`config.mk`:
```
export PLATFORM = sky130hd
export DESIGN_NAME = rca_operand_collector
export DESIGN_NICKNAME = d
export VERILOG_FILES = /design/src/rtl/rca_operand_collector.sv
export SDC_FILE = /design/constraint.sdc
export NUM_CORES = 1
export LEC_CHECK = 0
export BUFFER_PORTS_ARGS = -buffer_cell sky130_fd_sc_hd__buf_2
export CAP_MARGIN = 20
export CORE_AREA = 2 2 88 82
export CTS_BUF_LIST = sky130_fd_sc_hd__clkbuf_4 sky130_fd_sc_hd__clkbuf_8 sky130_fd_sc_hd__clkbuf_16
export CTS_CLUSTER_SIZE = 40
export DETAILED_ROUTE_END_ITERATION = 16
export DIE_AREA = 0 0 90 84
export GPL_ROUTABILITY_DRIVEN = 0
export GPL_TIMING_DRIVEN = 0
export PLACE_DENSITY = 0.66
export SKIP_CTS_REPAIR_TIMING = 1
export SYNTH_ARGS = -nofsm -noshare
export SYNTH_HDL_FRONTEND = slang
export SYNTH_SLANG_ARGS = --single-unit
```
`constraint.sdc`:
```
create_clock -name clk -period 3.2 [get_ports clk]
set_clock_uncertainty 0.15 [all_clocks]
set_input_delay 0.16 -clock clk [delete_from_list [all_inputs] [get_ports clk]]
set_output_delay 0.16 -clock clk [all_outputs]
set_load 0.1 [all_outputs]
```
`src/rtl/rca_operand_collector.sv`:
```
// Operand collector feeding the three-operand ripple-carry adder: packs a byte
// stream into (a, b, c) triples and holds each triple until the adder side takes it.
module rca_operand_collector #(
  parameter int unsigned W       = 8,
  parameter int unsigned TIMEOUT = 64,
  parameter int unsigned CW      = 16
) (
  input  logic          clk,
  input  logic          rst_n,
  input  logic [W-1:0]  in_data,
  input  logic          in_valid,
  input  logic          in_first,
  output logic          in_ready,
  output logic [W-1:0]  a,
  output logic [W-1:0]  b,
  output logic [W-1:0]  c,
  output logic          out_valid,
  input  logic          out_ready,
  output logic          err_resync,
  output logic          err_timeout,
  output logic [CW-1:0] triple_count
);

  localparam int unsigned TW = (TIMEOUT > 0) ? $clog2(TIMEOUT + 1) : 1;

  typedef enum logic [1:0] {S_A, S_B, S_C} state_t;

  state_t        state, state_nxt;
  logic [W-1:0]  ra, rb, ra_nxt, rb_nxt;
  logic [W-1:0]  a_nxt, b_nxt, c_nxt;
  logic          out_valid_nxt, resync_nxt, timeout_nxt;
  logic [CW-1:0] count_nxt;
  logic [TW-1:0] tcnt, tcnt_nxt;
  logic          in_beat, out_beat, tmo_fire;

  // Stall only when completing a triple would overwrite one not yet accepted.
  assign in_ready = !((state == S_C) && out_valid && !out_ready);
  assign in_beat  = in_valid && in_ready;
  assign out_beat = out_valid && out_ready;

  always_comb begin
    state_nxt     = state;
    ra_nxt        = ra;
    rb_nxt        = rb;
    a_nxt         = a;
    b_nxt         = b;
    c_nxt         = c;
    out_valid_nxt = out_valid && !out_ready;
    resync_nxt    = 1'b0;
    timeout_nxt   = 1'b0;
    count_nxt     = triple_count + CW'(out_beat);
    tcnt_nxt      = tcnt;
    // An input beat in the firing cycle wins over the timeout.
    tmo_fire      = (TIMEOUT != 0) && (state != S_A) &&
                    (tcnt == TW'(TIMEOUT)) && !in_beat;

    case (state)
      S_A: begin
        if (in_beat) begin
          ra_nxt    = in_data;
          state_nxt = S_B;
        end
      end
      S_B: begin
        if (in_beat) begin
          if (in_first) begin
            ra_nxt     = in_data;
            resync_nxt = 1'b1;
          end else begin
            rb_nxt    = in_data;
            state_nxt = S_C;
          end
        end
      end
      S_C: begin
        if (in_beat) begin
          if (in_first) begin
            ra_nxt     = in_data;
            resync_nxt = 1'b1;
            state_nxt  = S_B;
          end else begin
            a_nxt         = ra;
            b_nxt         = rb;
            c_nxt         = in_data;
            out_valid_nxt = 1'b1;
            state_nxt     = S_A;
          end
        end
      end
      default: state_nxt = S_A;
    endcase

    if (tmo_fire) begin
      state_nxt   = S_A;
      ra_nxt      = '0;
      rb_nxt      = '0;
      timeout_nxt = 1'b1;
    end

    // Idle counter: cleared outside a partial triple and on every beat, frozen under stall.
    if ((TIMEOUT == 0) || (state == S_A) || in_beat || tmo_fire) begin
      tcnt_nxt = '0;
    end else if (in_ready && (tcnt != TW'(TIMEOUT))) begin
      tcnt_nxt = tcnt + TW'(1);
    end
  end

  always_ff @(posedge clk) begin
    if (!rst_n) begin
      state        <= S_A;
      ra           <= '0;
      rb           <= '0;
      a            <= '0;
      b            <= '0;
      c            <= '0;
      out_valid    <= 1'b0;
      err_resync   <= 1'b0;
      err_timeout  <= 1'b0;
      triple_count <= '0;
      tcnt         <= '0;
    end else begin
      state        <= state_nxt;
      ra           <= ra_nxt;
      rb           <= rb_nxt;
      a            <= a_nxt;
      b            <= b_nxt;
      c            <= c_nxt;
      out_valid    <= out_valid_nxt;
      err_resync   <= resync_nxt;
      err_timeout  <= timeout_nxt;
      triple_count <= count_nxt;
      tcnt         <= tcnt_nxt;
    end
  end

endmodule
```
### Word level (Yosys, flattened, before mapping)

Cells that the tools add are included.

* register bits after elaboration: 68
* output and inout port bits: 44
* word-level logic and storage cells: 64

* add/sub/neg operators: 2
* eq/ne operators: 10
* mux-type cells: 15
* bitwise logic cells: 2
* reduce and logical (&&, ||, !) cells: 24

Operators by type and width (number)
* two-way mux 8 bit: 3
* adder 16 x 1 -> 16 bit: 1
* case mux 8 bit (2 select lines): 1
* AND reduction 3 bit: 3
* logical AND 1 bit: 8
* two-way mux 2 bit: 4
* != test 2 bit, second input constant: 4
* AND reduction 4 bit: 2
* adder 7 x 1 -> 7 bit, second input constant: 1
* equality test 7 bit, second input constant: 1
* != test 7 bit, second input constant: 1
* two-way mux 1 bit: 6
* case mux 2 bit (3 select lines): 1
* OR reduction 2 bit: 3
* != test 2 x 1 -> 1 bit, second input constant: 2
* nonzero test 2 bit: 2
* zero test 1 bit: 3
* equality test 2 x 1 -> 1 bit, second input constant: 1
* equality test 2 bit, second input constant: 1
* zero test 2 bit: 1
* logical OR 1 bit: 2
* NOT 1 bit: 2

### Longest topological paths before layout

Gate-level depths: netlist (run 1).

* depth after elaboration: 9
* mapped depth: 8
* gate-level depth less buffers: 7

### Least setup slack after synthesis (run 1)

No wires, ideal clock.

* kind: register to register
* from: reg out_valid
* to: reg triple_count[10]
* arrival: 2.238 ns
* slack: 0.697 ns
* stages on the path, launching flop included: 8
* path buffers: 0
* path through: dfxtp_1 > and2_1 > ha_1 > ha_1 > nand2_1 > nor3b_1 > xor2_1 > and2_1

* word-level cells in the longest chain between the ends: 2

RTL lines
* from (decl): line 17 `output logic out_valid,`
* from (signal assigned): line 128 `out_valid <= out_valid_nxt;`
* logical AND 1 bit: line 39 `assign out_beat = out_valid && out_ready;`
* adder 16 x 1 -> 16 bit: line 51 `count_nxt = triple_count + CW'(out_beat);`
* to (signal assigned): line 131 `triple_count <= count_nxt;`
* to (decl): line 21 `output logic [CW-1:0] triple_count`

No other way between the ends.
A chain may end at the register's enable or synchronous reset.

### Worst setup path after layout (run 1)

* from: reg state[0]
* to: out in_ready

* word-level cells in the longest chain between the ends: 4

RTL lines
* from (decl): line 28 `state_t state, state_nxt;`
* from (signal assigned): line 122 `state <= state_nxt;`
* equality test 2 bit: line 37 `assign in_ready = !((state == S_C) && out_valid && !out_ready);`
* logical AND 1 bit (2 in series): line 37
* zero test 1 bit: line 37
* to (decl): line 13 `output logic in_ready,`

No other way between the ends.

==> qor.txt, run 1 <==
Max IR drop VDD - 0.232 mV
post-synthesis register bit count - 68
Initial Utilization - 0.433
Mean Syn Cell Area - 9.42 um^2
Final min period - 2.19 ns
CTS tree - done
DR iter-0 viols - 65
Worst Setup End Kind - primary output
initial antenna violation count - 0
Slew headroom - 0.667
H-Tree Depth - 3
area occupied by multi-input gates - 0.00146 mm^2
core area - 0.00675 mm^2
Clk Latency, worst-skew pair - 0.33 ns
crit share post-route - 0.685
largest net degree at the start of global routing - 11
top-count cell post-synth - dfxtp_1
violated checks - negative hold slack
antenna viol nets, final - 0
first-pass GRT wire length - 9.99 mm
crit start category - register
CP Cell Sequence - inv_1, ha_1, nand3b_4, buf_6, buf_2
Worst EP required - 2.89 ns
GR Util met3 - 0.0280
worst hold path class - in -> reg
final setup vio count - 0
Post-synth EDFFs - 0
Residual DRC - 0
final wirelength - 6.10 mm
Worst-Margin Slew - 0.499 ns
crit-path leading delay family - buffers and inverters
grt peak-use layer - met2
Post-Synthesis Cell Area - 0.00292 mm^2
Port Buf Inserts - 54
total gr overflow - 0
fraction of registers with async set/reset - 0
CP Class - reg -> out
met2 routing resource usage after global routing - 0.256
CTS root buf - clkbuf_8
max cap viols - 0
syn nets - 332
CTS Buf Count - 9
clk slew on worst S/H paths - 0.07 ns
top cell type's share of synthesized area - 0.466
RSZ-0062 raised after global routing - false
# clock sinks - 68
final hold slack - -0.00143 ns
die span in x - 90 um
Worst path max stage delay - 0.43 ns
Die Y-Extent - 84 um
GRT Overall Usage - 0.163
synth-to-layout area growth - 23.4%
commonest register cell after synthesis - dfxtp_1
sequential element share of the synthesized area - 0.466
detailed placer's ending HPWL - 4.30 mm
Cell Rows - 29
CP bufs+invs - 3
met1 usage - 0.222
First-pass DRT Iterations - 4
die area - 0.00756 mm^2
Max Freq - 0.456 GHz
sequential standard cell area - 0.00136 mm^2
vias in the first global route - 2088
pwr/cell area - 571 mW/mm^2
I/O pins - 57
Synth top cells by count - dfxtp_1, nand2_1, a21boi_0
Yosys cell types - 36
status - complete, but fails checks
Fin. Hold Viols - 1
LEAKAGE - 1.62 nW
cell with the largest stage delay on the worst path - buf_2
via/cell ratio - 4.78
total number of vias - 2307
share of layout cells above drive strength 1 - 0.238
Arr. time, crit path - 1.88 ns
Ys Warns - 0
fillcell total - 661
Total Nets Final - 407
setup TNS - 0 ns
CP max FO - 10
Synth Instances - 310
post-synth top area cell - dfxtp_1
CTS max path bufs - 2
count of final max-slew check failures - 0
per-cell routed wire length - 12.6 um
ant diodes - 0
total power - 2.06 mW
top cells by area, synth - dfxtp_1, nand2_1, mux2i_1
==> cell families after synthesis <==
kind of cell	share of synthesized area
AND/OR/NAND/NOR	0.241
flip-flops	0.466
AO/OA/AOI/OAI	0.0964
multiplexers	0.0754
buffers and inverters	0.0339
XOR/XNOR	0.0480
adder cells (fa/ha/maj)	0.0386
==> path summary, 6_finish.rpt <==
| check | start | to | slack [ns] | cells past startpoint |
|---|---|---|---|---|
| setup / recovery | state[0] | in_ready | 1.01 | 5 |
| hold / removal | out_ready | out_valid | -0.001 | 3 |
| setup reg to reg | state[0] | ra[0] | 1.03 | 6 |
| hold reg to reg | ra[5] | a[5] | 0.31 | 2 |
==> through the flow <==
stage / cell area [um^2] / utilization / std cells / setup WS (ns) / hold slack, ns
finish: 3600 / 0.534 / 483 / 1.01 / -0.00143
detailed placement: 3310 / 0.490 / 457 / 1.04 / 0.288
global route: 3600 / 0.534 / 483 / 0.917 / 0.0127
CTS: 3500 / 0.519 / 473 / 1.00 / -0.0604
floorplan: 2920 / - / 310 / 0.697 / 0.148
global placement: 3310 / 0.490 / 457 / 1.09 / 0.275
==> placed cells by master (no fill, tap or decap), drive strengths merged, types with 2 or more instances in the layout <==
cell type    count
xnor2            7
nand4            5
a21boi          28
nand2b           3
ha               9
mux2i           22
and3             5
dlygate4sd3     10
nor3             4
nand3            9
xor2             9
a21oi            2
buf             63
dfxtp           68
nand2           61
nor2            29
inv              6
o21ai            3
and2            13
clkbuf          19
nand4b           2
==> final cells by class <==
| class | instances | area share |
|---|---|---|
| buffer | 14 | 0.0212 |
| sequential | 68 | 0.378 |
| clock buffer | 14 | 0.0448 |
| timing repair buffer | 64 | 0.103 |
| inverter | 6 | 0.00625 |
| clock inverter | 2 | 0.00973 |
| tap | 93 | 0.0323 |
| multi-input combinational | 222 | 0.405 |
==> registers in the layout, indices dropped and copies added (netlist names), 2 cells and up <==
signal,cells
a,8
b,8
c,8
ra,8
rb,8
state,2
tcnt,7
triple_count,16
==> power breakdown <==
| part | internal, mW | switching [mW] | leakage, nW |
|---|---|---|---|
| registers | 0.898 | 0.0349 | 0.550 |
| logic | 0.162 | 0.252 | 0.968 |
| clock network | 0.404 | 0.305 | 0.106 |
| total | 1.46 | 0.592 | 1.62 |
==> worst min-delay path, delay by kind of cell <==
| family | cells | cell delay [ns] |
|---|---|---|
| simple gates | 1 | 0.09 |
| compound gates | 1 | 0.07 |
| buf+inv | 1 | 0.10 |
==> routing by layer <==
layer | share of wire | routed length [um]
met1 | 0.50 | 3050
met2 | 0.45 | 2750
met3 | 0.030 | 186
met4 | 0.018 | 111
met5 | 0 | 0
Power figures use the tool's default switching activity.
==> inputs of run 2 (changes only) <==
--- a/config.mk
+++ b/config.mk
@@ -5,13 +5,14 @@
 export SDC_FILE = /design/constraint.sdc
 export NUM_CORES = 1
 export LEC_CHECK = 0
+export ABC_AREA = 1
 export BUFFER_PORTS_ARGS = -buffer_cell sky130_fd_sc_hd__buf_2
 export CAP_MARGIN = 20
-export CORE_AREA = 2 2 88 82
+export CORE_AREA = 2 2 90 83
 export CTS_BUF_LIST = sky130_fd_sc_hd__clkbuf_4 sky130_fd_sc_hd__clkbuf_8 sky130_fd_sc_hd__clkbuf_16
 export CTS_CLUSTER_SIZE = 40
 export DETAILED_ROUTE_END_ITERATION = 16
-export DIE_AREA = 0 0 90 84
+export DIE_AREA = 0 0 92 85
 export GPL_ROUTABILITY_DRIVEN = 0
 export GPL_TIMING_DRIVEN = 0
 export PLACE_DENSITY = 0.66
==> constraint.sdc (replaced) <==
create_clock -name clk -period 2.1 [get_ports clk]
set_clock_uncertainty 0.15 [all_clocks]
set_input_delay 0.105 -clock clk [delete_from_list [all_inputs] [get_ports clk]]
set_output_delay 0.105 -clock clk [all_outputs]
set_load 0.1 [all_outputs]
==> run 2 against run 1 <==
The run now ends clean; die area up 3.4%; synthesized area up 3.8%; sequential share of layout area down 1.6 points; register-to-register slack worse by 0.89 ns; wire length up 15%; largest cell class unchanged; cell count up 24%; largest power group unchanged; clock-buffer cell count down 5; sequential cell count unchanged; cell area up 5.1%; first-iteration DRC count up 110%; worst hold slack better by 0.31 ns; total power up 66%.
==> qor.txt, run 2 <==
synth-to-layout area growth - 25.0%
Mean Syn Cell Area - 7.18 um^2
LEAKAGE - 1.76 nW
Initial Utilization - 0.439
DR iter-0 viols - 136
I/O pins - 57
Max Freq - 0.504 GHz
Cell Rows - 29
Die Y-Extent - 85 um
Yosys cell types - 24
Post-Synthesis Cell Area - 0.00303 mm^2
setup TNS - 0 ns
Arr. time, crit path - 1.73 ns
grt peak-use layer - met2
Worst EP required - 1.85 ns
per-cell routed wire length - 11.7 um
sequential element share of the synthesized area - 0.449
Fin. Hold Viols - 0
status - complete, no violations
CTS tree - done
antenna viol nets, final - 0
worst flop-to-flop path startpoint - state[0]
First-pass DRT Iterations - 5
final wirelength - 7.01 mm
post-synth top area cell - dfxtp_1
die span in x - 92 um
Worst Setup End Kind - primary output
top cells by area, synth - dfxtp_1, nand2_1, nand3_1
syn nets - 444
H-Tree Depth - 3
clk slew on worst S/H paths - 0.08 ns
via/cell ratio - 4.79
CTS max path bufs - 2
commonest register cell after synthesis - dfxtp_1
largest net degree at the start of global routing - 14
die area - 0.00782 mm^2
share of layout cells above drive strength 1 - 0.188
worst hold path class - reg -> reg
ant diodes - 0
crit start category - register
top-count cell post-synth - nand2_1
commonest non-fill, non-tap cell in the layout - nand2_1
Post-synth EDFFs - 0
GR Util met3 - 0.0320
Residual DRC - 0
Synth top cells by count - nand2_1, dfxtp_1, inv_1
hold path cells - 2
met1 usage - 0.247
CP Class - reg -> out
top cell type's share of synthesized area - 0.449
flop2flop setup slack - 0.14 ns
total gr overflow - 0
Final min period - 1.98 ns
r2r endpoint - ra[4]
Total Nets Final - 523
crit share post-route - 0.945
final setup vio count - 0
GRT Overall Usage - 0.184
CTS root buf - clkbuf_8
Clk Latency, worst-skew pair - 0.35 ns
core area - 0.00689 mm^2
pwr/cell area - 902 mW/mm^2
Post-Place Cell Area - 0.00344 mm^2
met2 routing resource usage after global routing - 0.290
final design area excluding fillers - 0.00379 mm^2
total number of vias - 2871
vias in the first global route - 2519
min-delay src - c[7]
Worst-Margin Slew - 0.501 ns
CP max FO - 10
detailed placer's ending HPWL - 5.17 mm
Reg with most FFs - triple_count
Endpoint, Worst Hold - c[7]
Largest register FFs - 16
Port Buf Inserts - 56
first-pass GRT wire length - 11.5 mm
post-synthesis register bit count - 68
RSZ-0062 raised after global routing - false
initial antenna violation count - 0
CTS Buf Count - 9
# clock sinks - 68
most frequent cells in the layout - nand2_1, dfxtp_1, buf_2
max cap viols - 0
Synth Instances - 422
count of final max-slew check failures - 0
Max IR drop VDD - 0.453 mV
Ys Warns - 0
Slew headroom - 0.666
fraction of registers with async set/reset - 0
path depth of the worst reg2reg path - 10
[run 2: critical path, stage by stage (launching register included)]
cell,delay (ns)
dfxtp_1,0.41
inv_1,0.09
ha_1,0.21
buf_6,0.15
nand3_4,0.15
clkbuf_4,0.36
[run 2: worst max-delay path by stage]
| stage | startpoint | end | slack [ns] |
|---|---|---|---|
| after floorplan | triple_count[0] | triple_count[12] | 0.06 |
| after CTS | state[0] | in_ready | 0.005 |
| after global routing | out_ready | triple_count[14] | 0.01 |
| after detailed placement | state[0] | ra[4] | 0.13 |
| final | state[0] | in_ready | 0.12 |
| after global placement | state[0] | ra[4] | 0.19 |
[run 2: stage by stage]
stage	power [mW]	util	hold WS, ns	instances	setup slack, ns
finish	3.42	0.549	0.308	599	0.115
global route	3.61	0.549	0.327	599	0.0117
CTS	3.43	0.531	-0.128	587	0.00467
detailed placement	2.23	0.499	0.244	571	0.131
global placement	2.21	0.499	0.245	571	0.186
floorplan	2.07	-	0.0859	422	0.0608
[run 2: per-layer routing]
metal | wire (um) | up-vias
met2 | 3230 | 51
li1 | - | 1504
met1 | 3380 | 1308
met5 | 0 | -
met4 | 106 | 0
met3 | 295 | 8
[run 2: cells by family (layout without fill, tap and decap cells)]
group	count (synthesis)	in the layout	share of synthesized area
flops	68	68	0.449
compound gates	53	53	0.0896
fa+ha+maj	9	9	0.0372
simple gates	224	224	0.322
xor+xnor	4	4	0.0116
buf+inv	64	148	0.0900
[run 2: cell type report]
cell class,count,area (um^2)
inverters,53,204
repair buffers,68,403
clock inverters,7,98.8
fillers,705,3110
clock buffers,9,124
flip-flops and latches,68,1370
well taps,93,116
plain buffers,11,71.3
multi-input cells,290,1400
[run 2: power breakdown]
part / internal [mW] / switching (mW) / leakage [nW]
Sequential: 1.40 / 0.0704 / 0.554
Clock: 0.674 / 0.529 / 0.110
Combinational: 0.235 / 0.510 / 1.10
==> inputs of run 3 (changes only) <==
--- a/config.mk
+++ b/config.mk
@@ -8,15 +8,16 @@
 export ABC_AREA = 1
 export BUFFER_PORTS_ARGS = -buffer_cell sky130_fd_sc_hd__buf_2
 export CAP_MARGIN = 20
-export CORE_AREA = 2 2 90 83
+export CORE_AREA = 2 2 82 76
 export CTS_BUF_LIST = sky130_fd_sc_hd__clkbuf_4 sky130_fd_sc_hd__clkbuf_8 sky130_fd_sc_hd__clkbuf_16
 export CTS_CLUSTER_SIZE = 40
 export DETAILED_ROUTE_END_ITERATION = 16
-export DIE_AREA = 0 0 92 85
+export DIE_AREA = 0 0 84 78
 export GPL_ROUTABILITY_DRIVEN = 0
 export GPL_TIMING_DRIVEN = 0
-export PLACE_DENSITY = 0.66
+export PLACE_DENSITY = 0.77
 export SKIP_CTS_REPAIR_TIMING = 1
+export SKIP_LAST_GASP = 1
 export SYNTH_ARGS = -nofsm -noshare
 export SYNTH_HDL_FRONTEND = slang
 export SYNTH_SLANG_ARGS = --single-unit
==> run 3 against run 2 <==
Die area shrank 16%; cell count decreased by 3.8%; utilization increased by 12 points; first-iteration DRC count is 50% higher; largest cell class unchanged; largest power group unchanged.
==> qor.txt, run 3 (synthesis results as in run 2) <==
r2r endpoint - ra[3]
First-pass DRT Iterations - 4
max cap viols - 0
final setup vio count - 0
DR iter-0 viols - 204
CP Class - reg -> out
Clk Latency, worst-skew pair - 0.35 ns
worst hold path class - in -> reg
crit share post-route - 0.935
commonest non-fill, non-tap cell in the layout - nand2_1
total gr overflow - 0
Slew headroom - 0.645
clk slew on worst S/H paths - 0.08 ns
antenna viol nets, final - 0
flop2flop setup slack - 0.20 ns
I/O pins - 57
Residual DRC - 0
Post-Place Cell Area - 0.00341 mm^2
vias in the first global route - 2499
dpl cells - 548
CP max FO - 10
Worst path max stage delay - 0.41 ns
count of final max-slew check failures - 0
LEAKAGE - 1.76 nW
first-pass GRT wire length - 11.3 mm
Worst EP required - 1.85 ns
die span in x - 84 um
Worst Setup End Kind - primary output
Final min period - 1.96 ns
detailed placer's ending HPWL - 4.97 mm
worst flop-to-flop path startpoint - state[0]
Total Nets Final - 523
CTS max path bufs - 2
Reg with most FFs - triple_count
Finished Layout Cells - 576
Port Buf Inserts - 56
pwr/cell area - 892 mW/mm^2
setup TNS - 0 ns
Fin. Hold Viols - 0
Worst-Margin Slew - 0.528 ns
die area - 0.00655 mm^2
H-Tree Depth - 3
final design area excluding fillers - 0.00375 mm^2
RSZ-0062 raised after global routing - false
CTS tree - done
synth-to-layout area growth - 24.0%
cell with the largest stage delay on the worst path - dfxtp_1
CP bufs+invs - 3
Die Y-Extent - 78 um
crit-path leading delay family - buffers and inverters
GRT Overall Usage - 0.215
via/cell ratio - 5.04
crit start category - register
Arr. time, crit path - 1.71 ns
CTS Buf Count - 9
total number of vias - 2902
per-cell routed wire length - 12.1 um
number of cells on the critical path - 5
Max IR drop VDD - 0.684 mV
share of layout cells above drive strength 1 - 0.190
initial antenna violation count - 0
CTS root buf - clkbuf_8
worst setup path start - state[0]
Initial Utilization - 0.538
final wirelength - 6.98 mm
Cell Rows - 26
CP Cell Sequence - inv_1, ha_1, buf_6, nand3_4, clkbuf_4
most frequent cells in the layout - nand2_1, dfxtp_1, buf_2
Largest register FFs - 16
# clock sinks - 68
status - complete, no violations
path depth of the worst reg2reg path - 10
core area - 0.00563 mm^2
CP endpoint - in_ready
largest net degree at the start of global routing - 13
Max Freq - 0.509 GHz
ant diodes - 0
[run 3: cell count changes in the layout (fill, tap and decap cells not counted), sizes merged]
cell / delta
bufinv: -1
inv: -1
clkbuf: +1
clkinvlp: +1
[run 3: worst min path at each step]
stage               startpoint               to  slack [ns]  depth (start not counted)
floorplan                rst_n  triple_count[3]        0.09                          2
global placement    in_data[2]            rb[2]        0.24                          3
detailed placement  in_data[2]            rb[2]        0.25                          3
CTS                 in_data[2]            rb[2]       -0.13                          3
global route         out_ready  triple_count[0]        0.07                          6
finish               out_ready  triple_count[0]        0.03                          6
[run 3: per-stage QoR]
step | utilization | worst slack, ns | total power, mW | hold slack, ns
4_1_cts | 0.641 | 0.0359 | 3.31 | -0.126
3_3_place_gp | 0.606 | 0.143 | 2.21 | 0.238
3_5_place_dp | 0.606 | 0.0906 | 2.23 | 0.245
5_1_grt | 0.667 | 0.0200 | 3.54 | 0.0704
2_1_floorplan | - | 0.0608 | 2.07 | 0.0859
6_report | 0.667 | 0.136 | 3.35 | 0.0312
[run 3: per-layer routing]
layer | part of all wire | global-route usage | vias up
li1 | - | - | 1499
met1 | 0.47 | 0.284 | 1308
met2 | 0.46 | 0.328 | 79
met3 | 0.055 | 0.0702 | 16
met4 | 0.019 | 0.0790 | 0
met5 | 0 | 0 | -
[run 3: worst reg2reg max path, stage by stage, from the launching register on]
cell,delay [ns]
dfxtp_1,0.41
inv_1,0.09
ha_1,0.21
buf_6,0.15
nand3_4,0.15
nand2_4,0.10
nand3_1,0.17
nand2_4,0.14
inv_4,0.13
nand2_1,0.08
nor2_1,0.08
[run 3: where the power goes]
part           internal (mW)  switching, mW
Clock                  0.578          0.509
Combinational          0.248          0.541
Sequential              1.40         0.0736
[run 3: cell type report]
cell class	count	area [um^2]
fill	488	1870
multi-input combinational	290	1420
sequential	68	1370
timing repair buffer	68	403
inverter	53	204
clock buffer	10	138
tap	70	87.6
buffer	11	71.3
clock inverter	6	63.8
